`config.mk`:
```
export PLATFORM = sky130hd
export DESIGN_NAME = mov_mux_pipe
export DESIGN_NICKNAME = d
export VERILOG_FILES = /design/src/rtl/mov_mux_pipe.sv
export SDC_FILE = /design/constraint.sdc
export NUM_CORES = 1
export LEC_CHECK = 0
export ABC_AREA = 0
export CAP_MARGIN = 20
export CORE_MARGIN = 3
export CORE_UTILIZATION = 42
export CTS_BUF_LIST = sky130_fd_sc_hd__clkbuf_16
export DETAILED_ROUTE_END_ITERATION = 7
export GPL_TIMING_DRIVEN = 0
export HOLD_SLACK_MARGIN = 0.02
export PLACE_DENSITY = 0.84
export SLEW_MARGIN = 25
export SYNTH_ARGS = -nofsm -noshare
export SYNTH_HDL_FRONTEND = slang
export SYNTH_SLANG_ARGS = --single-unit
```
`constraint.sdc`:
```
create_clock -name clk -period 3.7 [get_ports clk]
set_clock_uncertainty 0.1 [all_clocks]
set_input_delay 0.555 -clock clk [delete_from_list [all_inputs] [get_ports clk]]
set_output_delay 0.555 -clock clk [all_outputs]
set_load 0.01 [all_outputs]
```
`src/rtl/mov_mux_pipe.sv`:
```
// Two-stage elastic N:1 channel mux for the PIM mov datapath.
// Stage 1 pre-selects within groups of four channels; stage 2 picks the group.
`timescale 1ns/1ps
module mov_mux_pipe_chk #(
  parameter int NUM_IN = 16,
  parameter int SEL_W  = 4
) ();
  generate
    if ((NUM_IN < 2) || (NUM_IN > 64) || ((1 << SEL_W) < NUM_IN)) begin : g_bad_params
      $fatal(1, "mov_mux_pipe: NUM_IN must be 2..64 and 2**SEL_W >= NUM_IN");
    end
  endgenerate
endmodule

module mov_mux_pipe #(
  parameter int NUM_IN = 16,
  parameter int DATA_W = 10,
  parameter int SEL_W  = 4
) (
  input  logic                     clk,
  input  logic                     rst_n,
  input  logic                     in_valid,
  output logic                     in_ready,
  input  logic [NUM_IN*DATA_W-1:0] in_data,
  input  logic [SEL_W-1:0]         in_sel,
  output logic                     out_valid,
  input  logic                     out_ready,
  output logic [DATA_W-1:0]        out_data,
  output logic                     out_err,
  output logic                     busy
);
  localparam int G    = (NUM_IN + 3) / 4;
  localparam int SX_W = (SEL_W < 2) ? 2 : SEL_W;

  logic [G*4*DATA_W-1:0] pad_data;
  logic [SX_W-1:0]       sel_x;
  logic                  in_err;
  logic [DATA_W-1:0]     grp_next [G];
  logic [DATA_W-1:0]     s1_grp   [G];
  logic [SX_W-1:0]       s1_gidx;
  logic                  s1_err;
  logic                  s1_v;
  logic                  s2_v;
  logic                  s1_en;
  logic                  s2_en;
  logic [DATA_W-1:0]     s2_data_next;

  mov_mux_pipe_chk #(.NUM_IN(NUM_IN), .SEL_W(SEL_W)) u_chk ();

  // Missing members of the last group read as zero through the padding.
  assign pad_data = (G*4*DATA_W)'(in_data);
  assign sel_x    = SX_W'(in_sel);
  assign in_err   = (32'(in_sel) >= 32'(NUM_IN));

  assign s2_en     = s1_v & (~s2_v | out_ready);
  assign in_ready  = ~s1_v | s2_en;
  assign s1_en     = in_valid & in_ready;
  assign out_valid = s2_v;
  assign busy      = s1_v | s2_v;

  // Per-group lane select by the low two select bits.
  always_comb begin
    for (int g = 0; g < G; g++) begin
      grp_next[g] = '0;
      case (sel_x[1:0])
        2'd0:    grp_next[g] = pad_data[(4*g + 0)*DATA_W +: DATA_W];
        2'd1:    grp_next[g] = pad_data[(4*g + 1)*DATA_W +: DATA_W];
        2'd2:    grp_next[g] = pad_data[(4*g + 2)*DATA_W +: DATA_W];
        2'd3:    grp_next[g] = pad_data[(4*g + 3)*DATA_W +: DATA_W];
        default: grp_next[g] = '0;
      endcase
    end
  end

  // Group select; a group index past the last group yields zero.
  always_comb begin
    s2_data_next = '0;
    for (int g = 0; g < G; g++) begin
      s2_data_next = s2_data_next | ((s1_gidx == SX_W'(g)) ? s1_grp[g] : '0);
    end
    if (s1_err) begin
      s2_data_next = '0;
    end else begin
      s2_data_next = s2_data_next;
    end
  end

  // Stage valid flags.
  always_ff @(posedge clk or negedge rst_n) begin
    if (!rst_n) begin
      s1_v <= 1'b0;
      s2_v <= 1'b0;
    end else begin
      if (s1_en) begin
        s1_v <= 1'b1;
      end else if (s2_en) begin
        s1_v <= 1'b0;
      end else begin
        s1_v <= s1_v;
      end
      if (s2_en) begin
        s2_v <= 1'b1;
      end else if (out_ready) begin
        s2_v <= 1'b0;
      end else begin
        s2_v <= s2_v;
      end
    end
  end

  // Stage 1 capture registers.
  always_ff @(posedge clk or negedge rst_n) begin
    if (!rst_n) begin
      for (int g = 0; g < G; g++) begin
        s1_grp[g] <= '0;
      end
      s1_gidx <= '0;
      s1_err  <= 1'b0;
    end else if (s1_en) begin
      for (int g = 0; g < G; g++) begin
        s1_grp[g] <= grp_next[g];
      end
      s1_gidx <= sel_x >> 2'd2;
      s1_err  <= in_err;
    end else begin
      s1_gidx <= s1_gidx;
      s1_err  <= s1_err;
    end
  end

  // Stage 2 output registers; held stable while the consumer stalls.
  always_ff @(posedge clk or negedge rst_n) begin
    if (!rst_n) begin
      out_data <= '0;
      out_err  <= 1'b0;
    end else if (s2_en) begin
      out_data <= s2_data_next;
      out_err  <= s1_err;
    end else begin
      out_data <= out_data;
      out_err  <= out_err;
    end
  end
endmodule

```
==> metrics.sh, run 1 <==
NUMBER_OF_DRC_VIOLATIONS_AFTER_DETAILED_ROUTING_ITERATION_0=54
ROUTED_WL_MM=9.01
WORSTPATHMAXFANOUT=3
SYNTH.FF_LATCH_COUNT=54
WORST_IR_DROP_VDD_V=0.000258
DRIVE_GT1_SHARE_PCT=32.9
POST_DRT_VIA_CELL_RATIO=5.34
WORST-SLEW-PIN-TRANSITION_NS=0.778
MULTI_INPUT_AREA_SQ_UM=1760
NUMBER_OF_ANTENNA_VIOLATIONS_AT_THE_FIRST_CHECK_IN_GLOBAL_ROUTING=0
CP-END-KIND='primary output'
SYNTH_EDF_COUNT=0
CTSHTREEMAXLEVEL=2
WHS_NS=0.208
CTS.PATH.MAX_BUFFERS=2
FIN_SETUP_TNS_NS=0
SEQCELLAREA_SQ_UM=1350
MAPPEDNETLISTAREA_SQ_UM=3210
FINISH.NET_COUNT=533
DRT_FIRST_PASS_ITERS=4
DIE_AREA_SQ_UM=8740
CTS_ROOT_BUFFER='sky130_fd_sc_hd__clkbuf_16'
CTS.REPAIR_TIMING.SETUP_BUFFER_COUNT=0
SETUP_VIOLATIONS=0
MAXCAPVIOLATIONS=0
POSTSYNTHAREAPERCELL_SQ_UM=17.9
FINAL_HOLD_VIOLATIONS=0
P_PER_AREA_nW_PER_UM2=367
ANTENNA_CELLS=0
SYNTHESIS_WARNINGS=0
CORE-AREA_SQ_UM=7330
DETAIL-ROUTE-ANTENNA-NETS=0
WORST_SLACK_NS=1.31
CELLLEAKAGEPOWER_nW=2.01
WORST_SLEW_SLACK_AS_A_FRACTION_OF_ITS_LIMIT_PCT=48.1
SETUP_WS_PRE_CTS_NS=1.30
CLOCK_INSERTION_DELAY_WORST_SKEW_NS=0.28
PLACE_HPWL_MM=7.46
NETLIST-CELL-TYPE-COUNT=13
FINAL.MIN_CLOCK_PERIOD_NS=2.39
POST-ROUTE-DRC-COUNT=0
LAYOUT_COMMON_CELLS='sky130_fd_sc_hd__clkdlybuf4s50_1 (177), sky130_fd_sc_hd__dfrtp_1 (54), sky130_fd_sc_hd__mux2_2 (52)'
PLACE.PORT_BUFFERS=178
TOTAL_VIA_COUNT_AFTER_DETAILED_ROUTING=2478
FINAL.PERIOD_UTILIZATION_PCT=64.6
LAYOUT-AREA-OVERHEAD-VS-SYNTH_PCT=63.3
REPORT.FINAL.SLEW_VIOL_COUNT=0
WORST-ENDPOINT-REQUIRED_NS=3.04
DIE_WIDTH_MICRONS=93.5
MAX_FREQ_GHz=0.419
TIMING_WORST_SETUP_PATH_TYPE='in -> out'
DIE-HEIGHT_MICRONS=93.5
GRTUSAGETOTAL_PCT=21.1
WORST-ENDPOINT-ARRIVAL_NS=1.73
GRT_PASS1_VIAS=2882
NUM-FILL-CELLS=483
NET_COUNT_AFTER_SYNTHESIS=348
CTS_HOLD_BUFFERS=0
GRT-OVFL-TOTAL=0
YS_SEQ_AREA_SHARE_PCT=42.0
SYNTHESIS.INSTANCES=180
WORSTREGTOREGCELLS=3
WORSTSETUPSTARTPOINTTYPE='input port'
GRT_FIRST_PASS_WIRELENGTH_MM=14.1
DRT-WIRELENGTH-PER-CELL_MICRONS=19.4
STATUS='finished, final reports clean'
CTS.CLK_SLEW.WORST_PATHS_NS=0.06
FINAL_COMMON_CELL='sky130_fd_sc_hd__clkdlybuf4s50_1'
PLACEMENT_ROWS=31
SYNTH_ASYNC_SR_FLOP_SHARE_PCT=100
RSZ_0062_RAISED_AFTER_GLOBAL_ROUTING='false'
INITIAL_UTILIZATION_PCT=43.8
IOPINCOUNT=182
CTS_INSERTED_BUFFERS=5
PREVAILING_POST_SYNTH_REGISTER_CELL='sky130_fd_sc_hd__dfrtp_1'
TRITONCTS='done'
MAXIMUM_NUMBER_OF_PINS_ON_ONE_NET_BEFORE_GLOBAL_ROUTE_REPAIR=55
POST_CTS_RESIZE_COUNT=0
ROUTABILITYCONGESTION=0.748
HOLD_CLASS='in -> async'
CLOCK_SINKS=54
[synthesized netlist by cell type (2+ instances only)]
library cell	instances	area [sq um]
sky130_fd_sc_hd__buf_2	5	25.0
sky130_fd_sc_hd__mux4_2	50	1130
sky130_fd_sc_hd__nand2_1	2	7.51
sky130_fd_sc_hd__buf_1	4	15.0
sky130_fd_sc_hd__dfrtp_1	54	1350
sky130_fd_sc_hd__mux2_2	52	586
sky130_fd_sc_hd__nand2b_1	3	18.8
sky130_fd_sc_hd__buf_6	5	56.3
[per-stage QoR]
stage / instance area [sq um] / std cells / utilization (%) / power, mW
final: 5250 / 464 / 71.6 / 1.93
after global routing: 5250 / 464 / 71.6 / 2.02
after CTS: 5250 / 464 / 71.6 / 1.95
after detailed placement: 5120 / 457 / 69.8 / 1.52
after global placement: 5120 / 457 / 69.8 / 1.49
after floorplan: 3210 / 180 / - / 1.14
[sequential cells by signal (all words and copies together) (netlist names)]
signal / cells
out_data: 10
out_valid: 1
s1_gidx: 2
s1_grp: 40
s1_v: 1
[layout make-up]
class / instances / area share (%)
tap: 99 / 2.36
multi-input combinational: 110 / 33.4
clock inverter: 2 / 0.143
sequential: 54 / 25.7
timing repair buffer: 178 / 33.9
clock buffer: 5 / 2.38
buffer: 16 / 2.05
[routing by layer]
layer | up-vias | global-route usage, % | part of all wire [%]
met4 | 0 | 4.03 | 0.82
met3 | 6 | 4.42 | 7.7
met2 | 118 | 38.6 | 54
met1 | 1250 | 25.7 | 38
li1 | 1104 | - | -
met5 | - | 0 | 0
[worst max-delay path, stage by stage]
cell and delay, ns:
sky130_fd_sc_hd__clkdlybuf4s50_1 0.46, sky130_fd_sc_hd__nand3b_1 0.15, sky130_fd_sc_hd__clkdlybuf4s50_1 0.56
[cells by family (layout without fill, tap and decap cells)]
family	Yosys count	count (layout)	share of synthesized area [%]
flip-flops	54	54	42.0
other	1	1	0.117
AND/OR/NAND/NOR	7	7	1.25
buffers and inverters	16	201	3.35
multiplexers	102	102	53.3
[power breakdown]
part,internal (mW),switching [mW],total [mW]
sequential,0.732,0.0749,0.807
clock,0.242,0.187,0.430
combinational,0.486,0.204,0.690
total,1.46,0.466,1.93
[worst paths after layout]
kind	startpoint	endpoint	slack, ns
worst max-delay path	out_ready	in_ready	1.31
worst min-delay path	rst_n	out_valid	0.21
worst max register to register	s1_gidx[1]	out_data[5]	1.92
worst min register to register	s1_grp[12]	s1_grp[12]	0.40
max in group asynchronous	rst_n	s1_grp[8]	2.84
min in group clk	s1_grp[12]	s1_grp[12]	0.40
Note: power is estimated with default switching activity, not from simulation.
==> run 2: changes to the inputs <==
--- a/config.mk
+++ b/config.mk
@@ -8,12 +8,12 @@
 export ABC_AREA = 0
 export CAP_MARGIN = 20
 export CORE_MARGIN = 3
-export CORE_UTILIZATION = 42
+export CORE_UTILIZATION = 35
 export CTS_BUF_LIST = sky130_fd_sc_hd__clkbuf_16
 export DETAILED_ROUTE_END_ITERATION = 7
 export GPL_TIMING_DRIVEN = 0
 export HOLD_SLACK_MARGIN = 0.02
-export PLACE_DENSITY = 0.84
+export PLACE_DENSITY = 0.74
 export SLEW_MARGIN = 25
 export SYNTH_ARGS = -nofsm -noshare
 export SYNTH_HDL_FRONTEND = slang
==> constraint.sdc (replaced) <==
create_clock -name clk -period 2.1 [get_ports clk]
set_clock_uncertainty 0.1 [all_clocks]
set_input_delay 0.315 -clock clk [delete_from_list [all_inputs] [get_ports clk]]
set_output_delay 0.315 -clock clk [all_outputs]
set_load 0.01 [all_outputs]
==> run 2 against run 1 <==
Compared with the run above:
- utilization down 12 points
- largest power group unchanged
- register-to-register slack worse by 1.6 ns
- critical path depth unchanged
==> metrics.sh, run 2 (same netlist as run 1, synthesis figures left out) <==
STATUS='finished, final reports clean'
WORST_SLEW_SLACK_AS_A_FRACTION_OF_ITS_LIMIT_PCT=45.7  # -2.5 points
REPORT.FINAL.SLEW_VIOL_COUNT=0  # unchanged
NUMBER_OF_ANTENNA_VIOLATIONS_AT_THE_FIRST_CHECK_IN_GLOBAL_ROUTING=0  # unchanged
FINAL-INSTANCE-COUNT-EXCL-FILL=475  # +2.4%
CP-END-KIND='primary output'
FINAL.PERIOD_UTILIZATION_PCT=90.6
POST_CTS_RESIZE_COUNT=0  # unchanged
MAXCAPVIOLATIONS=0  # unchanged
TOTAL_VIA_COUNT_AFTER_DETAILED_ROUTING=2464  # -0.56%
REG2REG_SETUP_SLACK_NS=0.34  # -1.58 ns
PLACEMENT_ROWS=34  # +9.7%
PLACE_HPWL_MM=7.42  # -0.52%
WORST-ENDPOINT-ARRIVAL_NS=1.49  # -0.24 ns
WORSTPATHMAXFANOUT=3  # unchanged
REGTOREGSTARTPOINT='s1_gidx[0]'
PLACE.PORT_BUFFERS=178  # unchanged
WORSTSETUPSTARTPOINTTYPE='input port'
ROUTABILITYCONGESTION=0.720  # -3.8%
FINAL.MIN_CLOCK_PERIOD_NS=1.90
MAX_STAGE_DELAY_NS=0.56  # about the same
CORE-AREA_SQ_UM=8810  # +20%
TIMING.CRITICAL_PATH.MODE_CELL='sky130_fd_sc_hd__clkdlybuf4s50_1'
CTS_ROOT_BUFFER='sky130_fd_sc_hd__clkbuf_16'
FINAL_COMMON_CELL='sky130_fd_sc_hd__clkdlybuf4s50_1'
GRT-OVFL-TOTAL=0  # unchanged
UTILIZATION_PCT=60.0  # -12 points
POST_DRT_VIA_CELL_RATIO=5.19  # -2.9%
CTS.PATH.MAX_BUFFERS=2  # unchanged
DIE-HEIGHT_MICRONS=102  # +8.9%
CP.BUFFERS_INVERTERS=2  # unchanged
CTSHTREEMAXLEVEL=2  # unchanged
GRT_PASS1_VIAS=2695  # -6.5%
NUMBER_OF_DRC_VIOLATIONS_AFTER_DETAILED_ROUTING_ITERATION_0=51  # -5.6%
DRT_FIRST_PASS_ITERS=4  # unchanged
FINAL_HOLD_VIOLATIONS=0  # unchanged
POST-ROUTE-DRC-COUNT=0  # unchanged
MAX_REG_FLOPS=40  # unchanged
SETUP_VIOLATIONS=0  # unchanged
LAYOUT-AREA-OVERHEAD-VS-SYNTH_PCT=64.4
ROUTED_WL_MM=9.13  # +1.3%
MAXIMUM_NUMBER_OF_PINS_ON_ONE_NET_BEFORE_GLOBAL_ROUTE_REPAIR=55  # unchanged
TRITONCTS='done'
WORSTREGTOREGCELLS=3  # unchanged
DRT-WIRELENGTH-PER-CELL_MICRONS=19.2  # -1.0%
CTS.CLK_SLEW.WORST_PATHS_NS=0.07  # about the same
IOPINCOUNT=182  # unchanged
GRT_FIRST_PASS_WIRELENGTH_MM=14.0  # -0.93%
WORST-SLEW-PIN-TRANSITION_NS=0.815  # +0.0370 ns
DIE_WIDTH_MICRONS=102  # +8.9%
CLOCK_INSERTION_DELAY_WORST_SKEW_NS=0.29  # about the same
PLACEDCELLCOUNT=466  # +2.0%
WORST_IR_DROP_VDD_V=0.000365  # +41%
CLOCK_SINKS=54  # unchanged
P_PER_AREA_nW_PER_UM2=652  # +78%
CRITICAL_PATH.CELL_CHAIN='clkdlybuf4s50_1 > nand3b_1 > clkdlybuf4s50_1'
WORST-ENDPOINT-REQUIRED_NS=1.68  # -1.36 ns
HOLD_CLASS='reg -> reg'
TIMING_WORST_SETUP_PATH_TYPE='in -> out'
MAX_FREQ_GHz=0.526
DIE_AREA_SQ_UM=10400  # +19%
LAYOUT_COMMON_CELLS='sky130_fd_sc_hd__clkdlybuf4s50_1 (177), sky130_fd_sc_hd__dfrtp_1 (54), sky130_fd_sc_hd__mux2_2 (52)'
CRITICAL_PATH.REG2REG.ENDPOINT='out_data[7]'
HOLD_PATH_STARTPOINT='out_data[5]'
ANTENNA_CELLS=0  # unchanged
REGISTERS_WITH_THE_HIGHEST_FLIP_FLOP_COUNTS='s1_grp (40), out_data (10), s1_gidx (2)'
GRTUSAGETOTAL_PCT=18.0  # -3.1 points
INITIAL_UTILIZATION_PCT=36.5  # -7.3 points
CELLLEAKAGEPOWER_nW=2.01  # about the same
CTS_INSERTED_BUFFERS=5  # unchanged
WORST_HOLD_PATH.NUM_CELLS=1
DETAIL-ROUTE-ANTENNA-NETS=0  # unchanged
WORST_HOLD_PATH.ENDPOINT='out_data[5]'
RSZ_0062_RAISED_AFTER_GLOBAL_ROUTING='false'
NUM-FILL-CELLS=720  # +49%
CTS.REPAIR_TIMING.SETUP_BUFFER_COUNT=0  # unchanged
TIMING.CRITICAL_PATH.SLOWEST_STAGE_CELL='sky130_fd_sc_hd__clkdlybuf4s50_1'
PATH_DELAY_FAMILY='buffers and inverters'
DRIVE_GT1_SHARE_PCT=33.2  # +0.37 points
FIN_SETUP_TNS_NS=0  # unchanged
REGISTER_WITH_THE_HIGHEST_FLOP_COUNT='s1_grp'
FINISH.NET_COUNT=534  # +0.19%
run 2: worst max-delay path by stage:
stage | depth (start not counted) | from | endpoint
finish | 3 | out_ready | in_ready
global placement | 1 | rst_n | s1_grp[2]
detailed placement | 5 | out_ready | s1_grp[8]
global route | 3 | out_ready | in_ready
floorplan | 3 | s1_gidx[0] | out_data[0]
CTS | 3 | out_ready | in_ready
run 2: repair_timing:
action	CTS	global route
hold endpoints to repair	54	0
endpoints found under the setup margin	0	0
hold buffers	1	0
run 2: where the power goes:
| part | switching (mW) | leakage, nW | internal [mW] |
|---|---|---|---|
| combinational | 0.361 | 1.31 | 0.858 |
| clock | 0.365 | 0.0679 | 0.442 |
| sequential | 0.131 | 0.628 | 1.29 |
run 2: area by class of cell:
cell class | count | area, sq um | share of cell area, %
clock inverter | 3 | 20.0 | 0.379
sequential | 54 | 1350 | 25.6
buffer | 16 | 108 | 2.04
tap | 108 | 135 | 2.56
timing repair buffer | 179 | 1790 | 33.9
multi-input combinational | 110 | 1760 | 33.2
clock buffer | 5 | 125 | 2.37
run 2: stage by stage:
| step | power (mW) | instance area (sq um) | hold slack (ns) | setup slack (ns) |
|---|---|---|---|---|
| after floorplan | 2.02 | 3210 | -0.0806 | 0.484 |
| after global placement | 2.64 | 5130 | 0.385 | -1.02 |
| after detailed placement | 2.67 | 5130 | 0.306 | -0.0316 |
| after CTS | 3.49 | 5280 | 0.410 | 0.188 |
| after global routing | 3.64 | 5280 | 0.415 | 0.164 |
| final | 3.45 | 5280 | 0.405 | 0.198 |
run 2: per-layer routing:
metal  up-vias  global-route usage [%]  share of wire (%)
met5         -                       0                  0
met2       101                    33.1                 53
met3         8                    3.75                6.9
li1       1110                       -                  -
met4         0                    3.53                1.2
met1      1245                    21.9                 39
==> run 3: changes to the inputs <==
--- a/config.mk
+++ b/config.mk
@@ -13,7 +13,7 @@
 export DETAILED_ROUTE_END_ITERATION = 7
 export GPL_TIMING_DRIVEN = 0
 export HOLD_SLACK_MARGIN = 0.02
-export PLACE_DENSITY = 0.74
+export PLACE_DENSITY = 0.77
 export SLEW_MARGIN = 25
 export SYNTH_ARGS = -nofsm -noshare
 export SYNTH_HDL_FRONTEND = slang
==> run 3 against run 2 <==
Compared with the run above:
- final area is 0.14% lower
- register-to-register slack worse by 0.02 ns
- die area stayed put
- critical path type unchanged
==> metrics.sh, run 3 (same netlist as run 1, synthesis figures left out) <==
CTSHTREEMAXLEVEL=2  # unchanged
DRT-WIRELENGTH-PER-CELL_MICRONS=20.2  # +5.2%
MAXIMUM_NUMBER_OF_PINS_ON_ONE_NET_BEFORE_GLOBAL_ROUTE_REPAIR=55  # unchanged
CTS_INSERTED_BUFFERS=5  # unchanged
SEQCELLAREA_SQ_UM=1350  # unchanged
HOLD_CLASS='reg -> reg'
CTS.PATH.MAX_BUFFERS=2  # unchanged
MAX_REG_FLOPS=40  # unchanged
RSZ_0062_RAISED_AFTER_GLOBAL_ROUTING='false'
WORST_SLACK_NS=0.200  # +0.00206 ns
TIMING_WORST_SETUP_PATH_TYPE='in -> out'
DIE-HEIGHT_MICRONS=102  # unchanged
CTS_ROOT_BUFFER='sky130_fd_sc_hd__clkbuf_16'
TRITONCTS='done'
FINAL.MIN_CLOCK_PERIOD_NS=1.90  # -0.00205 ns
MAX_FREQ_GHz=0.526  # +0.11%
WORST-SLEW-PIN-TRANSITION_NS=0.825  # +0.0101 ns
ANTENNA_CELLS=0  # unchanged
POST_DRT_VIA_CELL_RATIO=5.25  # +1.3%
PLACE_HPWL_MM=7.80  # +5.1%
GRT_FIRST_PASS_WIRELENGTH_MM=14.8  # +6.0%
REGISTERS_WITH_THE_HIGHEST_FLIP_FLOP_COUNTS='s1_grp (40), out_data (10), s1_gidx (2)'
WORST-ENDPOINT-ARRIVAL_NS=1.49  # about the same
CLOCK_SINKS=54  # unchanged
CLOCK_INSERTION_DELAY_WORST_SKEW_NS=0.28  # about the same
SETUP_WS_PRE_CTS_NS=-0.0433  # -0.0117 ns
DETAIL-ROUTE-ANTENNA-NETS=0  # unchanged
CORE-AREA_SQ_UM=8810  # unchanged
LAYOUT_COMMON_CELLS='sky130_fd_sc_hd__clkdlybuf4s50_1 (177), sky130_fd_sc_hd__dfrtp_1 (54), sky130_fd_sc_hd__mux2_2 (52)'
WORST-ENDPOINT-REQUIRED_NS=1.68  # about the same
MAXCAPVIOLATIONS=0  # unchanged
DRIVE_GT1_SHARE_PCT=33.0  # -0.27 points
MET3_WIRELENGTH_MICRONS=678  # +7.1%
ROUTABILITYCONGESTION=0.728  # +1.2%
GRT_PASS1_VIAS=2901  # +7.6%
PLACE.PORT_BUFFERS=178  # unchanged
ROUTED_WL_MM=9.60  # +5.2%
FINAL.PERIOD_UTILIZATION_PCT=90.5  # -0.098 points
SETUP_VIOLATIONS=0  # unchanged
DIE_AREA_SQ_UM=10400  # unchanged
P_TOTAL_mW=3.42  # -0.86%
MULTI_INPUT_AREA_SQ_UM=1760  # unchanged
HIGHEST-SIGNAL-LAYER='met4'
UTILIZATION_PCT=59.9  # -0.085 points
CELLLEAKAGEPOWER_nW=2.01  # +0.23%
PLACEDCELLCOUNT=466  # unchanged
CTS_HOLD_BUFFERS=1  # unchanged
GRT-OVFL-TOTAL=0  # unchanged
POST-ROUTE-DRC-COUNT=0  # unchanged
TOTAL_VIA_COUNT_AFTER_DETAILED_ROUTING=2495  # +1.3%
WORSTSETUPSTARTPOINTTYPE='input port'
STATUS='finished, final reports clean'
M1WIRELENGTH_MM=3.57  # +1.4%
REGISTER_WITH_THE_HIGHEST_FLOP_COUNT='s1_grp'
FINAL-INSTANCE-COUNT-EXCL-FILL=475  # unchanged
MET2_WIRELENGTH_MM=5.27  # +8.3%
FINAL_COMMON_CELL='sky130_fd_sc_hd__clkdlybuf4s50_1'
REPORT.FINAL.SLEW_VIOL_COUNT=0  # unchanged
GRTUSAGETOTAL_PCT=19.3  # +1.3 points
NUM-FILL-CELLS=729  # +1.3%
FINISH.NET_COUNT=534  # unchanged
WORSTPATHMAXFANOUT=3  # unchanged
PLACEMENT_ROWS=34  # unchanged
CTS.REPAIR_TIMING.SETUP_BUFFER_COUNT=0  # unchanged
CP-END-KIND='primary output'
NUMBER_OF_DRC_VIOLATIONS_AFTER_DETAILED_ROUTING_ITERATION_0=58  # +14%
INITIAL_UTILIZATION_PCT=36.5  # unchanged
WORST_SLEW_SLACK_AS_A_FRACTION_OF_ITS_LIMIT_PCT=45.0  # -0.67 points
DIE_WIDTH_MICRONS=102  # unchanged
LAYOUT-AREA-OVERHEAD-VS-SYNTH_PCT=64.1
P_PER_AREA_nW_PER_UM2=647  # -0.72%
WORST_IR_DROP_VDD_V=0.000353  # -3.3%
POST_CTS_RESIZE_COUNT=0  # unchanged
NUMBER_OF_ANTENNA_VIOLATIONS_AT_THE_FIRST_CHECK_IN_GLOBAL_ROUTING=0  # unchanged
DRT_FIRST_PASS_ITERS=4  # unchanged
IOPINCOUNT=182  # unchanged
FINAL_HOLD_VIOLATIONS=0  # unchanged
CTS.CLK_SLEW.WORST_PATHS_NS=0.06  # about the same
==> run 3: changes by cell type in the layout (fill, tap and decap cells not counted), sizes merged <==
cell      change
clkinv        +1
clkinvlp      -1
==> run 3: power by group <==
group	internal (mW)	switching [mW]	total, mW
logic	0.859	0.368	1.23
clock network	0.432	0.338	0.770
registers	1.29	0.130	1.42
total	2.58	0.836	3.42
==> run 3: through the flow <==
step	hold WS, ns	setup TNS (ns)	cell area [sq um]
2_1_floorplan	-0.0806	0	3210
3_3_place_gp	0.381	-52.85	5130
3_5_place_dp	0.301	-0.495	5130
4_1_cts	0.405	0	5280
5_1_grt	0.423	0	5280
6_report	0.404	0	5280
==> run 3: path summary, 6_finish.rpt <==
kind | from | endpoint | slack, ns | depth (start not counted)
worst max-delay path | out_ready | in_ready | 0.20 | 3
worst min register to register | out_data[2] | out_data[2] | 0.40 | 1
worst min-delay path | out_data[2] | out_data[2] | 0.40 | 1
max in group asynchronous | rst_n | s1_grp[5] | 0.94 | 2
min in group asynchronous | rst_n | out_data[7] | 0.52 | 2
worst max register to register | s1_gidx[1] | out_data[5] | 0.32 | 3
==> run 3: routing by layer <==
layer	global-route usage, %	vias up
met5	0	-
met3	4.16	6
met4	3.43	0
li1	-	1108
met2	36.3	113
met1	22.9	1268
==> run 3: cell type report <==
| type | count | area share (%) |
|---|---|---|
| Buffer | 16 | 2.04 |
| Clock buffer | 5 | 2.37 |
| Clock inverter | 3 | 0.237 |
| Multi-Input combinational cell | 110 | 33.3 |
| Sequential cell | 54 | 25.6 |
| Tap cell | 108 | 2.56 |
| Timing Repair Buffer | 179 | 33.9 |
==> run 3: worst max-delay path, stage by stage <==
cell and delay, ns:
sky130_fd_sc_hd__clkdlybuf4s50_1 0.46, sky130_fd_sc_hd__nand3b_1 0.15, sky130_fd_sc_hd__clkdlybuf4s50_1 0.56
